==> src/rtl/wb_pkg.sv <==
// Shared constants and helpers for the write-back queue.
package wb_pkg;

  localparam int unsigned WB_ADDR_WIDTH = 4;
  localparam int unsigned WB_DATA_WIDTH = 8;
  localparam int unsigned WB_DEPTH      = 4;

  // Occupancy counter width: must represent 0..depth inclusive.
  function automatic int unsigned wb_cnt_width(input int unsigned depth);
    return $clog2(depth) + 1;
  endfunction

endpackage

==> src/rtl/wb_fwd_match.sv <==
// One read-port forwarding comparator: the youngest occupied entry whose
// address matches the read address supplies the operand, otherwise the
// register file data passes through.
module wb_fwd_match
  import wb_pkg::*;
#(
  parameter int unsigned AddrWidth = WB_ADDR_WIDTH,
  parameter int unsigned DataWidth = WB_DATA_WIDTH,
  parameter int unsigned Depth     = WB_DEPTH
) (
  input  logic [AddrWidth-1:0]                rd_addr_i,
  input  logic [DataWidth-1:0]                rf_data_i,
  input  logic [$clog2(Depth)-1:0]            head_i,
  input  logic [$clog2(Depth):0]              count_i,
  input  logic [Depth-1:0][AddrWidth-1:0]     ent_addr_i,
  input  logic [Depth-1:0][DataWidth-1:0]     ent_data_i,
  output logic [DataWidth-1:0]                op_o
);

  localparam int unsigned PtrW = $clog2(Depth);
  localparam int unsigned CntW = wb_cnt_width(Depth);

  logic [PtrW-1:0] idx;

  // Walk oldest to youngest so the last hit (youngest) wins.
  always_comb begin
    op_o = rf_data_i;
    idx  = head_i;
    for (int unsigned k = 0; k < Depth; k++) begin
      idx = head_i + PtrW'(k);
      if ((CntW'(k) < count_i) && (ent_addr_i[idx] == rd_addr_i)) begin
        op_o = ent_data_i[idx];
      end
    end
  end

endmodule

==> src/rtl/wb_queue.sv <==
// Write-back queue in front of the register file: in-order FIFO that drains
// one entry per cycle into the single write port. Optional operand
// forwarding from pending entries is compiled in when WB_BYPASS_EN is
// defined; otherwise op2/op3 pass the register file read data through.
module wb_queue
  import wb_pkg::*;
#(
  parameter int unsigned ADDR_WIDTH = WB_ADDR_WIDTH,
  parameter int unsigned DATA_WIDTH = WB_DATA_WIDTH,
  parameter int unsigned DEPTH      = WB_DEPTH
) (
  input  logic                    clk,
  input  logic                    rst_n,
  input  logic                    in_valid,
  output logic                    in_ready,
  input  logic [ADDR_WIDTH-1:0]   in_addr,
  input  logic [DATA_WIDTH-1:0]   in_data,
  output logic                    wen1,
  output logic [ADDR_WIDTH-1:0]   ad1,
  output logic [DATA_WIDTH-1:0]   din1,
  input  logic [ADDR_WIDTH-1:0]   rd_ad2,
  input  logic [ADDR_WIDTH-1:0]   rd_ad3,
  input  logic [DATA_WIDTH-1:0]   rf_dout2,
  input  logic [DATA_WIDTH-1:0]   rf_dout3,
  output logic [DATA_WIDTH-1:0]   op2,
  output logic [DATA_WIDTH-1:0]   op3,
  output logic [$clog2(DEPTH):0]  count,
  output logic                    empty
);

  localparam int unsigned PtrW = $clog2(DEPTH);
  localparam int unsigned CntW = wb_cnt_width(DEPTH);

  logic [DEPTH-1:0][ADDR_WIDTH-1:0] addr_q;
  logic [DEPTH-1:0][DATA_WIDTH-1:0] data_q;

  logic [PtrW-1:0] head_q, head_d;
  logic [PtrW-1:0] tail_q, tail_d;
  logic [CntW-1:0] count_q, count_d;

  logic push;
  logic pop;

  // Full blocks pushes even when a pop happens in the same cycle.
  assign in_ready = (count_q != CntW'(DEPTH));
  assign push     = in_valid && in_ready;
  assign pop      = (count_q != '0);

  // Pointer and occupancy next-state.
  always_comb begin
    head_d  = head_q;
    tail_d  = tail_q;
    count_d = count_q;
    if (push) begin
      tail_d = tail_q + 1'b1;
    end
    if (pop) begin
      head_d = head_q + 1'b1;
    end
    unique case ({push, pop})
      2'b10:   count_d = count_q + 1'b1;
      2'b01:   count_d = count_q - 1'b1;
      default: count_d = count_q;
    endcase
  end

  // Pointer and occupancy state; reset discards any pending writes.
  always_ff @(posedge clk or negedge rst_n) begin
    if (!rst_n) begin
      head_q  <= '0;
      tail_q  <= '0;
      count_q <= '0;
    end else begin
      head_q  <= head_d;
      tail_q  <= tail_d;
      count_q <= count_d;
    end
  end

  // Entry payload storage; occupancy comes from head/count, so no reset.
  always_ff @(posedge clk) begin
    if (push) begin
      addr_q[tail_q] <= in_addr;
      data_q[tail_q] <= in_data;
    end
  end

  // Drain port and status outputs.
  always_comb begin
    wen1  = pop;
    ad1   = addr_q[head_q];
    din1  = data_q[head_q];
    count = count_q;
    empty = (count_q == '0);
  end

`ifdef WB_BYPASS_EN
  wb_fwd_match #(
    .AddrWidth (ADDR_WIDTH),
    .DataWidth (DATA_WIDTH),
    .Depth     (DEPTH)
  ) u_fwd2 (
    .rd_addr_i  (rd_ad2),
    .rf_data_i  (rf_dout2),
    .head_i     (head_q),
    .count_i    (count_q),
    .ent_addr_i (addr_q),
    .ent_data_i (data_q),
    .op_o       (op2)
  );

  wb_fwd_match #(
    .AddrWidth (ADDR_WIDTH),
    .DataWidth (DATA_WIDTH),
    .Depth     (DEPTH)
  ) u_fwd3 (
    .rd_addr_i  (rd_ad3),
    .rf_data_i  (rf_dout3),
    .head_i     (head_q),
    .count_i    (count_q),
    .ent_addr_i (addr_q),
    .ent_data_i (data_q),
    .op_o       (op3)
  );
`else
  // Read addresses only matter to the register file in this build.
  logic unused_rd_ad;
  assign unused_rd_ad = ^{rd_ad2, rd_ad3};

  assign op2 = rf_dout2;
  assign op3 = rf_dout3;
`endif

endmodule

==> config.mk <==
export PLATFORM = sky130hd
export DESIGN_NAME = wb_queue
export DESIGN_NICKNAME = d
export VERILOG_FILES = /design/src/rtl/wb_pkg.sv /design/src/rtl/wb_fwd_match.sv /design/src/rtl/wb_queue.sv
export SDC_FILE = /design/constraint.sdc
export NUM_CORES = 1
export LEC_CHECK = 0
export ABC_AREA = 1
export CORE_UTILIZATION = 50
export DETAILED_ROUTE_END_ITERATION = 7
export PLACE_DENSITY = 0.84
export RECOVER_POWER = 25
export SYNTH_ARGS = -nofsm -noshare
export SYNTH_HDL_FRONTEND = slang
export SYNTH_SLANG_ARGS = --single-unit
==> constraint.sdc <==
create_clock -name clk -period 3.2 [get_ports clk]
set_input_delay 0.48 -clock clk [delete_from_list [all_inputs] [get_ports clk]]
set_output_delay 0.48 -clock clk [all_outputs]
set_load 0.01 [all_outputs]
==> out/results.txt <==
beginning of the worst register-to-register path - count[0]
Avg Inst Size Synth - 12.6 sq um
effective utilization at floorplan - 53.0%
Port Buffers - 32
largest delay contributor family on the critical path - buffers and inverters
Cell Pwr Density - 926 mW/mm^2
post-synthesis cell count - 187
via count of the first global-routing pass - 1293
shortest clock period the worst path allows after layout - 2.63 ns
number of DRC markers in iteration 0 - 50
headroom to the max-slew limit - 73.5%
number of vias in the routed layout - 1350
Worst Tran Pin Value - 0.397 ns
drt wl/cell - 13.9 um
Placeable Area - 0.00444 sq mm
slowest stage cell on the critical path - sky130_fd_sc_hd__clkdlybuf4s50_1
fin nets - 252
setup violators final - 0
Crit Path Max Fanout - 13
number of antenna violations at the first check in global routing - 0
setup repair after global routing missed its margin - no
overall die area - 0.00499 sq mm
total wire length after detailed routing - 3620 um
maximum clock rate - 380 MHz
count of unresolved DRC violations after routing - 16
area growth from synthesis to layout - 15.5%
total congestion overflow - 0
violated checks - design-rule violations
number of nets with antenna violations after detailed routing - 0
Filler cells - 338
vias per std cell - 5.17
stage delay of the slowest cell on the critical path - 0.58 ns
largest net degree at the start of global routing - 25
max-slew violation count - 0
maximum buffer depth of the clock tree - 2
non-filler cells, final - 261
CP startpoint kind - register
Chip Height - 70.6 um
total nets after synthesis - 231
crit share post-route - 82.3%
antenna diode instance count - 0
width of the die - 70.6 um
Clock Sinks - 55
run status - finished with violations
Clock Skews - 0.00852 ns
post-CTS setup-driven buffer insertion count - 0
Total Routing Usage GR - 15.2%
synthesized area - 0.00235 sq mm
CTS tree - built
main area contributors after synthesis - sky130_fd_sc_hd__edfxtp_1 (61%), sky130_fd_sc_hd__dfrtp_1 (7.4%), sky130_fd_sc_hd__buf_4 (6.1%)
cell leakage power - 0.989 nW
endpoint kind of the worst setup timing path - output port
endpoint of the worst-slack reg-to-reg timing path - count[2]
first-pass iteration count of the detailed router - 6
wire length of the first global-routing pass - 5750 um
most common library cell in the layout ignoring fill and taps - sky130_fd_sc_hd__edfxtp_1
root cell of the clock tree - sky130_fd_sc_hd__clkbuf_8
clock edge transition at the registers on the reported setup and hold paths - 0.10 ns
depth of the CTS H-tree - 2
required time at the endpoint of the critical path - 2.72 ns
Reg2Reg Setup Slack - 1.63 ns
standard-cell row count - 24
cell count of the worst reg-to-reg path - 10
ordered cell list for the critical path - inv_1 -> o21ai_0 -> o22ai_1 -> clkdlybuf4s50_1
global placement routability congestion - 0.752
fraction of layout cells with a size suffix above 1 - 11.5%
number of different library cells in the post-synthesis netlist - 21
hold violation count in the final report - 0
worst path bufs/invs - 2
clock latency at the later pin of the worst-skew pair - 0.31 ns
Synth top area share - 61.2%
number of clock buffers inserted by TritonCTS - 5
DP HPWL - 2350 um
Yosys warning total - 0
top-level I/O count - 73
sequential area share after synthesis - 68.7%
reported max-cap violation count - 0
data arrival time at the worst-slack endpoint - 2.15 ns
most area-hungry cell type in the Yosys netlist - sky130_fd_sc_hd__edfxtp_1
Hold WS - 0.500 ns
Tightest Hold Check Type - input pin to asynchronous set/reset pin
startpoint-to-endpoint class of the critical path - register to output port
Resize count post-CTS - 0
peak supply drop - 0.459 mV
final-layout setup total negative slack - 0 ns
most frequent cells in the layout - sky130_fd_sc_hd__edfxtp_1 (48), sky130_fd_sc_hd__nor2_1 (29), sky130_fd_sc_hd__o21ai_0 (24)
FF+latch count, synth - 55
placed instance count - 253
Hold Buf Count CTS - 0
==> power breakdown <==
part           switching, mW  internal, mW
Clock                  0.232         0.165
Sequential            0.0941         0.958
Combinational          0.577         0.489
==> state kept, by name, indices dropped and copies added (netlist names) <==
register,cells
tail_q,2
count,3
head_q,2
addr_q,16
data_q,32
==> cells by family after synthesis <==
kind of cell | Yosys count | synth area share [%]
xor+xnor | 3 | 1.12
simple gates | 49 | 9.41
compound gates | 38 | 8.72
flops | 55 | 68.7
fa+ha+maj | 5 | 2.98
buf+inv | 37 | 9.09
==> layout make-up <==
cell class / instances / area [sq um] / share of cell area (%)
multi-input cells: 95 / 523 / 19.2
repair buffers: 37 / 358 / 13.2
clock inverters: 3 / 33.8 / 1.24
flip-flops and latches: 55 / 1620 / 59.5
well taps: 52 / 65.1 / 2.39
inverters: 14 / 52.6 / 1.93
clock buffers: 5 / 68.8 / 2.53
==> worst reg2reg max path, stage by stage, from the launching register on <==
cell	delay, ns
sky130_fd_sc_hd__dfrtp_1	0.44
sky130_fd_sc_hd__inv_2	0.11
sky130_fd_sc_hd__nand2_2	0.07
sky130_fd_sc_hd__nand2_2	0.09
sky130_fd_sc_hd__nand2_4	0.07
sky130_fd_sc_hd__fa_1	0.40
sky130_fd_sc_hd__inv_1	0.07
sky130_fd_sc_hd__nand4_1	0.09
sky130_fd_sc_hd__nand3_1	0.09
sky130_fd_sc_hd__nand2_1	0.05
sky130_fd_sc_hd__inv_1	0.04
==> per-layer routing <==
layer  up-vias  track usage [%]  routed length, um
li1        679                -                  -
met1       626             18.2               1530
met2        35             26.1               1820
met3        10             3.13                225
met4         0             8.00                 55
met5         -                0                  0
==> per-stage QoR <==
step / power, mW / utilization (%) / setup slack [ns] / cell area, sq um
after CTS: 2.53 / 61.1 / 0.562 / 2720
after detailed placement: 2.14 / 58.8 / 0.919 / 2620
after global routing: 2.68 / 61.1 / 0.403 / 2720
after global placement: 2.11 / 58.8 / 0.951 / 2620
final: 2.52 / 61.1 / 0.565 / 2720
after floorplan: 1.71 / - / 1.52 / 2350
==> cells in the mapped netlist <==
library cell / number
sky130_fd_sc_hd__nand2_2: 4
sky130_fd_sc_hd__nor2_1: 29
sky130_fd_sc_hd__buf_2: 3
sky130_fd_sc_hd__a21oi_1: 1
sky130_fd_sc_hd__xor2_1: 3
sky130_fd_sc_hd__o22ai_1: 12
sky130_fd_sc_hd__clkbuf_1: 1
sky130_fd_sc_hd__buf_4: 19
sky130_fd_sc_hd__edfxtp_1: 48
sky130_fd_sc_hd__inv_1: 11
sky130_fd_sc_hd__o21ai_0: 24
sky130_fd_sc_hd__inv_2: 3
sky130_fd_sc_hd__nand3_1: 2
sky130_fd_sc_hd__fa_1: 1
sky130_fd_sc_hd__nand4_1: 2
sky130_fd_sc_hd__nand2_1: 8
sky130_fd_sc_hd__nand2_4: 2
sky130_fd_sc_hd__nor2_2: 2
sky130_fd_sc_hd__ha_1: 4
sky130_fd_sc_hd__o21ai_1: 1
sky130_fd_sc_hd__dfrtp_1: 7
==> worst max-delay path by stage <==
stage,from,endpoint,slack [ns],depth (start not counted)
2_1_floorplan,count[0],addr_q[0],1.52,4
3_3_place_gp,head_q[1],ad1[2],0.95,4
3_5_place_dp,head_q[1],ad1[2],0.92,4
4_1_cts,head_q[1],din1[6],0.56,4
5_1_grt,head_q[1],din1[6],0.40,4
6_report,head_q[1],din1[6],0.57,4
Power figures use the tool's default switching activity.
